$ cat src/rtl/seqdet_pkg.sv
// Shared constants and elaboration-time helpers for the
// parameterised serial pattern detector.
package seqdet_pkg;

  localparam int PAT_W_MIN = 2;
  localparam int PAT_W_MAX = 32;

  function automatic int state_w(input int w);
    return (w <= 2) ? 1 : $clog2(w);
  endfunction

  // Pattern bit i (i = 0 is received first) lives at pat[w-1-i].
  function automatic int kmp_next(
    input logic [31:0] pat,
    input int          w,
    input int          k,
    input logic        b
  );
    int  lmax;
    int  pos;
    int  best;
    logic ok;
    logic tb;
    best = 0;
    lmax = (k + 1 < w) ? k + 1 : w - 1;
    for (int l = lmax; l >= 1; l--) begin
      ok = 1'b1;
      for (int j = 0; j < l; j++) begin
        pos = k + 1 - l + j;
        tb  = (pos == k) ? b : pat[w-1-pos];
        if (pat[w-1-j] != tb) ok = 1'b0;
      end
      if (ok && best == 0) best = l;
    end
    return best;
  endfunction

endpackage

$ cat src/rtl/seqdet_next.sv
// Combinational next-state and match decode for the detector,
// backed by a KMP transition table built at elaboration.
module seqdet_next
  import seqdet_pkg::*;
#(
  parameter int               PAT_W   = 4,
  parameter logic [PAT_W-1:0] PATTERN = 4'b1011,
  localparam int              SW      = state_w(PAT_W)
) (
  input  logic [SW-1:0] s_i,
  input  logic          x_i,
  input  logic          overlap_i,
  output logic [SW-1:0] s_next_o,
  output logic          hit_o
);

  localparam int          NS    = 1 << SW;
  localparam logic [31:0] PAT32 = 32'(PATTERN);
  localparam int          FAILS =
    kmp_next(PAT32, PAT_W, PAT_W - 1, PATTERN[0]);
  localparam logic [SW-1:0] LAST = SW'(PAT_W - 1);

  logic [SW-1:0] tab0 [NS];
  logic [SW-1:0] tab1 [NS];

  // Codes at or above PAT_W are unreachable; they fall back to S0.
  for (genvar k = 0; k < NS; k++) begin : g_tab
    if (k < PAT_W) begin : g_live
      localparam int N0 = kmp_next(PAT32, PAT_W, k, 1'b0);
      localparam int N1 = kmp_next(PAT32, PAT_W, k, 1'b1);
      assign tab0[k] = SW'(N0);
      assign tab1[k] = SW'(N1);
    end else begin : g_dead
      assign tab0[k] = '0;
      assign tab1[k] = '0;
    end
  end

  always_comb begin
    hit_o    = (s_i == LAST) && (x_i == PATTERN[0]);
    s_next_o = x_i ? tab1[s_i] : tab0[s_i];
    if (hit_o) begin
      s_next_o = overlap_i ? SW'(FAILS) : '0;
    end
  end

endmodule

$ cat src/rtl/seq_detect_param.sv
// Serial pattern detector with overlap mode, registered match
// pulse and saturating match counter.
module seq_detect_param
  import seqdet_pkg::*;
#(
  parameter int               PAT_W   = 4,
  parameter logic [PAT_W-1:0] PATTERN = 4'b1011,
  parameter int               CNT_W   = 8,
  localparam int              SW      = state_w(PAT_W)
) (
  input  logic             clk,
  input  logic             rst,
  input  logic             clr,
  input  logic             en,
  input  logic             x,
  input  logic             overlap,
  output logic             y,
  output logic [SW-1:0]    s,
  output logic [CNT_W-1:0] match_cnt
);

  if (PAT_W < PAT_W_MIN || PAT_W > PAT_W_MAX
      || CNT_W < 1) begin : g_bad_param
    $fatal(1, "seq_detect_param: illegal PAT_W/CNT_W");
  end

  logic [SW-1:0]    s_q;
  logic [SW-1:0]    s_d;
  logic             y_q;
  logic             hit;
  logic [CNT_W-1:0] cnt_q;

  seqdet_next #(
    .PAT_W  (PAT_W),
    .PATTERN(PATTERN)
  ) u_next (
    .s_i      (s_q),
    .x_i      (x),
    .overlap_i(overlap),
    .s_next_o (s_d),
    .hit_o    (hit)
  );

  always_ff @(posedge clk) begin
    if (rst || clr) begin
      s_q   <= '0;
      y_q   <= 1'b0;
      cnt_q <= '0;
    end else if (en) begin
      s_q <= s_d;
      y_q <= hit;
      if (hit && cnt_q != {CNT_W{1'b1}}) begin
        cnt_q <= cnt_q + CNT_W'(1);
      end
    end else begin
      y_q <= 1'b0;
    end
  end

  assign y         = y_q;
  assign s         = s_q;
  assign match_cnt = cnt_q;

endmodule
$ cat config.mk
export PLATFORM = sky130hd
export DESIGN_NAME = seq_detect_param
export DESIGN_NICKNAME = d
export VERILOG_FILES = /design/src/rtl/seqdet_pkg.sv /design/src/rtl/seqdet_next.sv /design/src/rtl/seq_detect_param.sv
export SDC_FILE = /design/constraint.sdc
export NUM_CORES = 1
export LEC_CHECK = 0
export ABC_AREA = 1
export CAP_MARGIN = 20
export CORE_AREA = 2 2 39 41
export DETAILED_ROUTE_END_ITERATION = 10
export DIE_AREA = 0 0 41 43
export GPL_TIMING_DRIVEN = 0
export PLACE_DENSITY_LB_ADDON = 0.12
export SLEW_MARGIN = 5
export SYNTH_ARGS = -nofsm -noshare
export SYNTH_HDL_FRONTEND = slang
export SYNTH_SLANG_ARGS = --single-unit
export TNS_END_PERCENT = 20
$ cat constraint.sdc
create_clock -name clk -period 3.3 [get_ports clk]
set_clock_uncertainty 0.2 [all_clocks]
set_input_delay 0.66 -clock clk [delete_from_list [all_inputs] [get_ports clk]]
set_output_delay 0.66 -clock clk [all_outputs]
set_load 0.02 [all_outputs]
==> impl_metrics.env, run 1 <==
export IMPL_final_cell_mix="29 x nand2_1, 16 x clkdlybuf4s50_1, 11 x dfxtp_1, 10 x nor2_1, 8 x inv_1"
export IMPL_synth_cell_types=20
export IMPL_end_kind="output port"
export IMPL_path_class="flop to output port"
export IMPL_ant_nets=0
export IMPL_path_clk_slew_ps=70
export IMPL_numCtsBuffers=3
export IMPL_cts_sinks=11
export IMPL_rows=14
export IMPL_seq_area_frac_synth_pct=36.44
export IMPL_post_cts_buffers=0
export IMPL_crit_reg2reg_launch="match_cnt[0]$_SDFFE_PP0P_"
export IMPL_synth_fa_ha_area_share_pct=2.070
export IMPL_slew_viol_final=0
export IMPL_vdd_drop_max_uv=164.0
export IMPL_drt_wl_total_um=1269
export IMPL_drc_errors=0
export IMPL_cp_startpoint="s[0]$_SDFFE_PP0P_"
export IMPL_antenna_found_initial=0
export IMPL_path_depth=1
export IMPL_yosys_area_top_type_share_pct=36.44
export IMPL_highest_layer="met4"
export IMPL_yosys_warnings=0
export IMPL_period_minus_slack_ps=2209
export IMPL_route_met2_wl_um=562
export IMPL_root_buffer="clkbuf_4"
export IMPL_synth_seq_cells=11
export IMPL_r2r_setup_slack_ps=1690
export IMPL_coreArea_um2=1384
export IMPL_via_count=607
export IMPL_track_usage_pct=17.10
export IMPL_start_util_pct=43.67
export IMPL_reg2reg_to="match_cnt[3]$_SDFFE_PP0P_"
export IMPL_crit_fanout=6
export IMPL_worstHoldPathType="flop to flop"
export IMPL_fin_crit_sh_pct=66.94
export IMPL_numPortBuffers=16
export IMPL_fp_dieW_um=41
export IMPL_critPathMaxStageDelay_ps=640
export IMPL_area_delta_synth_final_pct=34.16
export IMPL_setup_viol=0
export IMPL_endpoint="s[0]"
export IMPL_wl_met1_um=604
export IMPL_synth_xor_area_share_pct=4.348
export IMPL_place_gp_congestion=0.7487
export IMPL_start_kind="flop"
export IMPL_synth_top_family_by_area="simple AND/OR/NAND/NOR gates"
export IMPL_p_leak_nw=0.2777
export IMPL_first_global_vias=493
export IMPL_diodes=0
export IMPL_whs_ps=323.9
export IMPL_drive_gt1_share_pct=12.04
export IMPL_dr_first_iter_drc_count=10
export IMPL_dp_hpwl_um=974.4
export IMPL_syn_num_nets=95
export IMPL_die_h_um=43
export IMPL_ctsHoldBuffers=0
export IMPL_worst_path_buf_inv=1
export IMPL_synth_area_top_cells="dfxtp_1 36%, nand2_1 18%, nor2_1 6.2%"
export IMPL_cts_buffer_depth=2
export IMPL_avgSynthCellArea_um2=6.867
export IMPL_power_per_cell_area_nw_per_um2=299.3
export IMPL_place_inst=120
export IMPL_h_tree_depth=1
export IMPL_synthSimpleGateAreaFrac_pct=41.61
export IMPL_die_area_um2=1763
export IMPL_drtPass1Iterations=4
export IMPL_setup_tns_ps=0
export IMPL_fin_nets=116
export IMPL_tritoncts="built"
export IMPL_path_cells="clkdlybuf4s50_1"
export IMPL_finalHoldViolations=0
export IMPL_io_pins=17
export IMPL_cp_top_family="buffers and inverters"
export IMPL_synth_compound_area_share_pct=9.524
export IMPL_wire_per_inst_um=10.23
export IMPL_synth_area_um2=604.3
export IMPL_fmax_mhz=452.7
export IMPL_slew_headroom_pct=80.10
export IMPL_crit_required_ps=2440
export IMPL_r2r_cells=8
export IMPL_met3_length_um=57
export IMPL_synth_area_mux_share_pct=0
export IMPL_grt_setup_unrepaired="false"
export IMPL_grt_max_degree=9
export IMPL_synth_cells=88
export IMPL_cp_arrival_ps=1350
export IMPL_synth_area_leader_cell="dfxtp_1"
export IMPL_viasPerCell=4.895
export IMPL_slowest_stage="clkdlybuf4s50_1"
export IMPL_status="finished clean"
export IMPL_worst_pin_slew_ps=297.4
export IMPL_drv_cap=0
export IMPL_gr_total_overflow=0
export IMPL_cts_resized_gates=0
export IMPL_grt_pass1_wl_um=1994
export IMPL_final_cells=124
export IMPL_clock_latency_ps=270
export IMPL_layout_commonest_cell="nand2_1"
==> worst min-delay path by stage <==
stage / from / to / cells past startpoint / slack (ps)
after detailed placement: s[1]$_SDFFE_PP0P_ / s[1]$_SDFFE_PP0P_ / 2 / 310
after global routing: match_cnt[1]$_SDFFE_PP0P_ / match_cnt[1]$_SDFFE_PP0P_ / 2 / 350
after floorplan: match_cnt[6]$_SDFFE_PP0P_ / match_cnt[6]$_SDFFE_PP0P_ / 2 / 370
after CTS: s[1]$_SDFFE_PP0P_ / s[1]$_SDFFE_PP0P_ / 2 / 320
final: match_cnt[7]$_SDFFE_PP0P_ / match_cnt[7]$_SDFFE_PP0P_ / 2 / 320
after global placement: match_cnt[7]$_SDFFE_PP0P_ / match_cnt[7]$_SDFFE_PP0P_ / 2 / 300
==> state kept, by name (all words and copies together) (netlist names) <==
signal / cells
match_cnt: 8
s: 2
y: 1
==> Yosys cell counts, drive strengths merged <==
cell type,count
nor2,14
a21oi,7
inv,9
o21bai,1
nand3,4
dfxtp,11
o21ai,3
nand2,32
ha,1
nor3,2
xor2,3
nand4,1
==> per-stage QoR <==
step           setup slack, ps  util (%)  total power [W]  instance area [um2]
2_1_floorplan             1705         -        0.0001421                604.3
3_3_place_gp              1152     56.69        0.0001516                784.5
3_5_place_dp              1161     56.69        0.0001516                784.5
4_1_cts                   1076     58.59        0.0002470                810.8
5_1_grt                   1041     58.59        0.0002530                810.8
6_report                  1091     58.59        0.0002427                810.8
==> routing by layer <==
metal  global-route usage, %  vias up
li1                        -      315
met1                   23.62      271
met2                   21.88       16
met3                   3.141        5
met4                   14.00        0
met5                       0        -
==> logic make-up (layout without fill, tap and decap cells) <==
logic type	Yosys count	count (layout)
simple gates	53	53
compound gates	11	11
flops	11	11
buf+inv	9	29
xor+xnor	3	3
fa+ha+maj	1	1
==> report_power, final <==
group	internal (W)	switching, W
sequential	0.000133	0.000000739
combinational	0.00000771	0.00000705
clock	0.0000469	0.0000472
total	0.000188	0.0000550
==> cell type report <==
cell class / instances / area, um2
fill: 146 / 573.1
multi-input combinational: 68 / 347.8
sequential: 11 / 220.2
timing repair buffer: 16 / 160.2
inverter: 9 / 36.28
clock buffer: 4 / 26.28
tap: 16 / 20.02
Note: power is estimated with default switching activity, not from simulation.
==> inputs of run 2 (changes only) <==
--- a/config.mk
+++ b/config.mk
@@ -7,9 +7,9 @@
 export LEC_CHECK = 0
 export ABC_AREA = 1
 export CAP_MARGIN = 20
-export CORE_AREA = 2 2 39 41
+export CORE_MARGIN = 2
+export CORE_UTILIZATION = 40
 export DETAILED_ROUTE_END_ITERATION = 10
-export DIE_AREA = 0 0 41 43
 export GPL_TIMING_DRIVEN = 0
 export PLACE_DENSITY_LB_ADDON = 0.12
 export SLEW_MARGIN = 5
==> constraint.sdc (replaced) <==
create_clock -name clk -period 1.99 [get_ports clk]
set_clock_uncertainty 0.2 [all_clocks]
set_input_delay 0.398 -clock clk [delete_from_list [all_inputs] [get_ports clk]]
set_output_delay 0.398 -clock clk [all_outputs]
set_load 0.02 [all_outputs]
==> impl_metrics.env, run 2 (synthesized netlist as in run 1, its figures left out) <==
export IMPL_period_minus_slack_ps=1934
export IMPL_dr_first_iter_drc_count=5
export IMPL_place_gp_congestion=0.7428
export IMPL_final_area_um2=815.8
export IMPL_critPathMaxStageDelay_ps=640
export IMPL_die_h_um=42.87
export IMPL_start_util_pct=41.57
export IMPL_wire_per_inst_um=10.49
export IMPL_final_cell_mix="29 x nand2_1, 14 x clkdlybuf4s50_1, 11 x dfxtp_1, 10 x nor2_1, 8 x inv_1"
export IMPL_end_kind="output port"
export IMPL_holdPathEnd="match_cnt[6]$_SDFFE_PP0P_"
export IMPL_viasPerCell=4.815
export IMPL_r2r_cells=8
export IMPL_worst_pin_slew_ps=314.4
export IMPL_place_inst=120
export IMPL_numPortBuffers=16
export IMPL_root_buffer="clkbuf_4"
export IMPL_cp_arrival_ps=1340
export IMPL_drt_wl_total_um=1301
export IMPL_rows=14
export IMPL_path_cells="clkdlybuf4s50_1"
export IMPL_io_pins=17
export IMPL_drtPass1Iterations=4
export IMPL_crit_fanout=5
export IMPL_setup_viol=0
export IMPL_tritoncts="built"
export IMPL_crit_required_ps=1390
export IMPL_numCtsBuffers=3
export IMPL_ant_nets=0
export IMPL_dp_hpwl_um=981.5
export IMPL_fp_dieW_um=42.87
export IMPL_p_leak_nw=0.3139
export IMPL_total_power_w=0.0004028
export IMPL_pwr_share_seq_pct=55.1
export IMPL_ctsHoldBuffers=0
export IMPL_r2r_setup_slack_ps=380
export IMPL_first_global_vias=514
export IMPL_status="finished clean"
export IMPL_die_area_um2=1838
export IMPL_final_cells=124
export IMPL_cp_top_family="buffers and inverters"
export IMPL_crit_reg2reg_launch="match_cnt[0]$_SDFFE_PP0P_"
export IMPL_h_tree_depth=1
export IMPL_power_switching_w=0.00009171
export IMPL_diodes=0
export IMPL_cts_resized_gates=0
export IMPL_track_usage_pct=16.43
export IMPL_p_int_w=0.0003111
export IMPL_antenna_found_initial=0
export IMPL_post_cts_buffers=0
export IMPL_coreArea_um2=1454
export IMPL_hold_start="match_cnt[6]$_SDFFE_PP0P_"
export IMPL_fin_nets=116
export IMPL_fmax_mhz=517.2
export IMPL_drive_gt1_share_pct=12.04
export IMPL_grt_max_degree=9
export IMPL_min_path_cells=2
export IMPL_area_delta_synth_final_pct=34.99
export IMPL_slew_viol_final=0
export IMPL_cts_buffer_depth=2
export IMPL_drc_errors=0
export IMPL_worst_path_buf_inv=1
export IMPL_slowest_stage="clkdlybuf4s50_1"
export IMPL_vdd_drop_max_uv=410.2
export IMPL_swShare_pct=22.77
export IMPL_place_area_um2=784.5
export IMPL_reg2reg_to="match_cnt[1]$_SDFFE_PP0P_"
export IMPL_path_class="flop to output port"
export IMPL_largest_reg_flops=8
export IMPL_finalHoldViolations=0
export IMPL_grt_pass1_wl_um=2187
export IMPL_fin_crit_sh_pct=97.16
export IMPL_grt_setup_unrepaired="false"
export IMPL_setup_tns_ps=0
export IMPL_slew_headroom_pct=78.96
export IMPL_start_kind="flop"
export IMPL_cts_sinks=11
export IMPL_drv_cap=0
export IMPL_layout_commonest_cell="nand2_1"
export IMPL_gr_total_overflow=0
export IMPL_via_count=597
export IMPL_path_clk_slew_ps=70
export IMPL_clock_latency_ps=270
export IMPL_p_clk_share_pct=38.9
export IMPL_worstHoldPathType="flop to flop"
export IMPL_combPwrFrac_pct=6.0
export IMPL_power_per_cell_area_nw_per_um2=493.8
run 2: cell count changes in the layout (fill, tap and decap cells not counted), sizes merged:
cell,delta
clkdlybuf4s50,-2
dlymetal6s2s,+2
run 2: worst max path at each step:
stage / startpoint / to / cells past startpoint
after detailed placement: en / match_cnt[2]$_SDFFE_PP0P_ / 7
after global placement: en / match_cnt[4]$_SDFFE_PP0P_ / 7
after floorplan: match_cnt[0]$_SDFFE_PP0P_ / match_cnt[0]$_SDFFE_PP0P_ / 8
final: match_cnt[2]$_SDFFE_PP0P_ / match_cnt[2] / 1
after CTS: match_cnt[4]$_SDFFE_PP0P_ / match_cnt[4] / 1
after global routing: match_cnt[3]$_SDFFE_PP0P_ / match_cnt[3] / 1
run 2: worst register-to-register path: cells and delay by family, from the launching register on:
kind,cells,cell delay (ps)
fa+ha+maj,1,270
flops,1,400
buf+inv,2,170
simple gates,5,480
run 2: routing by layer:
layer / global-route usage (%) / part of all wire [%] / up-vias
met5: 0 / 0 / -
met4: 11.25 / 2.9 / 0
met3: 5.106 / 3.5 / 6
met2: 21.21 / 41 / 12
met1: 22.72 / 53 / 261
li1: - / - / 318
run 2: area by class of cell:
type | instances | area (um2)
Clock buffer | 4 | 26.28
Multi-Input combinational cell | 68 | 347.8
Timing Repair Buffer | 16 | 165.2
Inverter | 9 | 36.28
Sequential cell | 11 | 220.2
Fill cell | 162 | 638.1
Tap cell | 16 | 20.02
run 2: power by group through the flow:
stage	sequential (W)	combinational [W]	clock, W
final	0.000222	0.0000241	0.000157
after global routing	0.000222	0.0000267	0.000168
after CTS	0.000222	0.0000245	0.000160
after detailed placement	0.000227	0.0000244	0
after global placement	0.000227	0.0000243	0
after floorplan	0.000228	0.00000784	0
run 2: metrics by stage:
stage          utilization (%)  hold WS [ps]  setup slack, ps
2_1_floorplan                -         340.0            394.7
3_3_place_gp             53.96         297.7            117.0
3_5_place_dp             53.96         310.7            100.9
4_1_cts                  55.77         322.4            29.93
5_1_grt                  56.11         348.3            16.78
6_report                 56.11         315.2            56.42
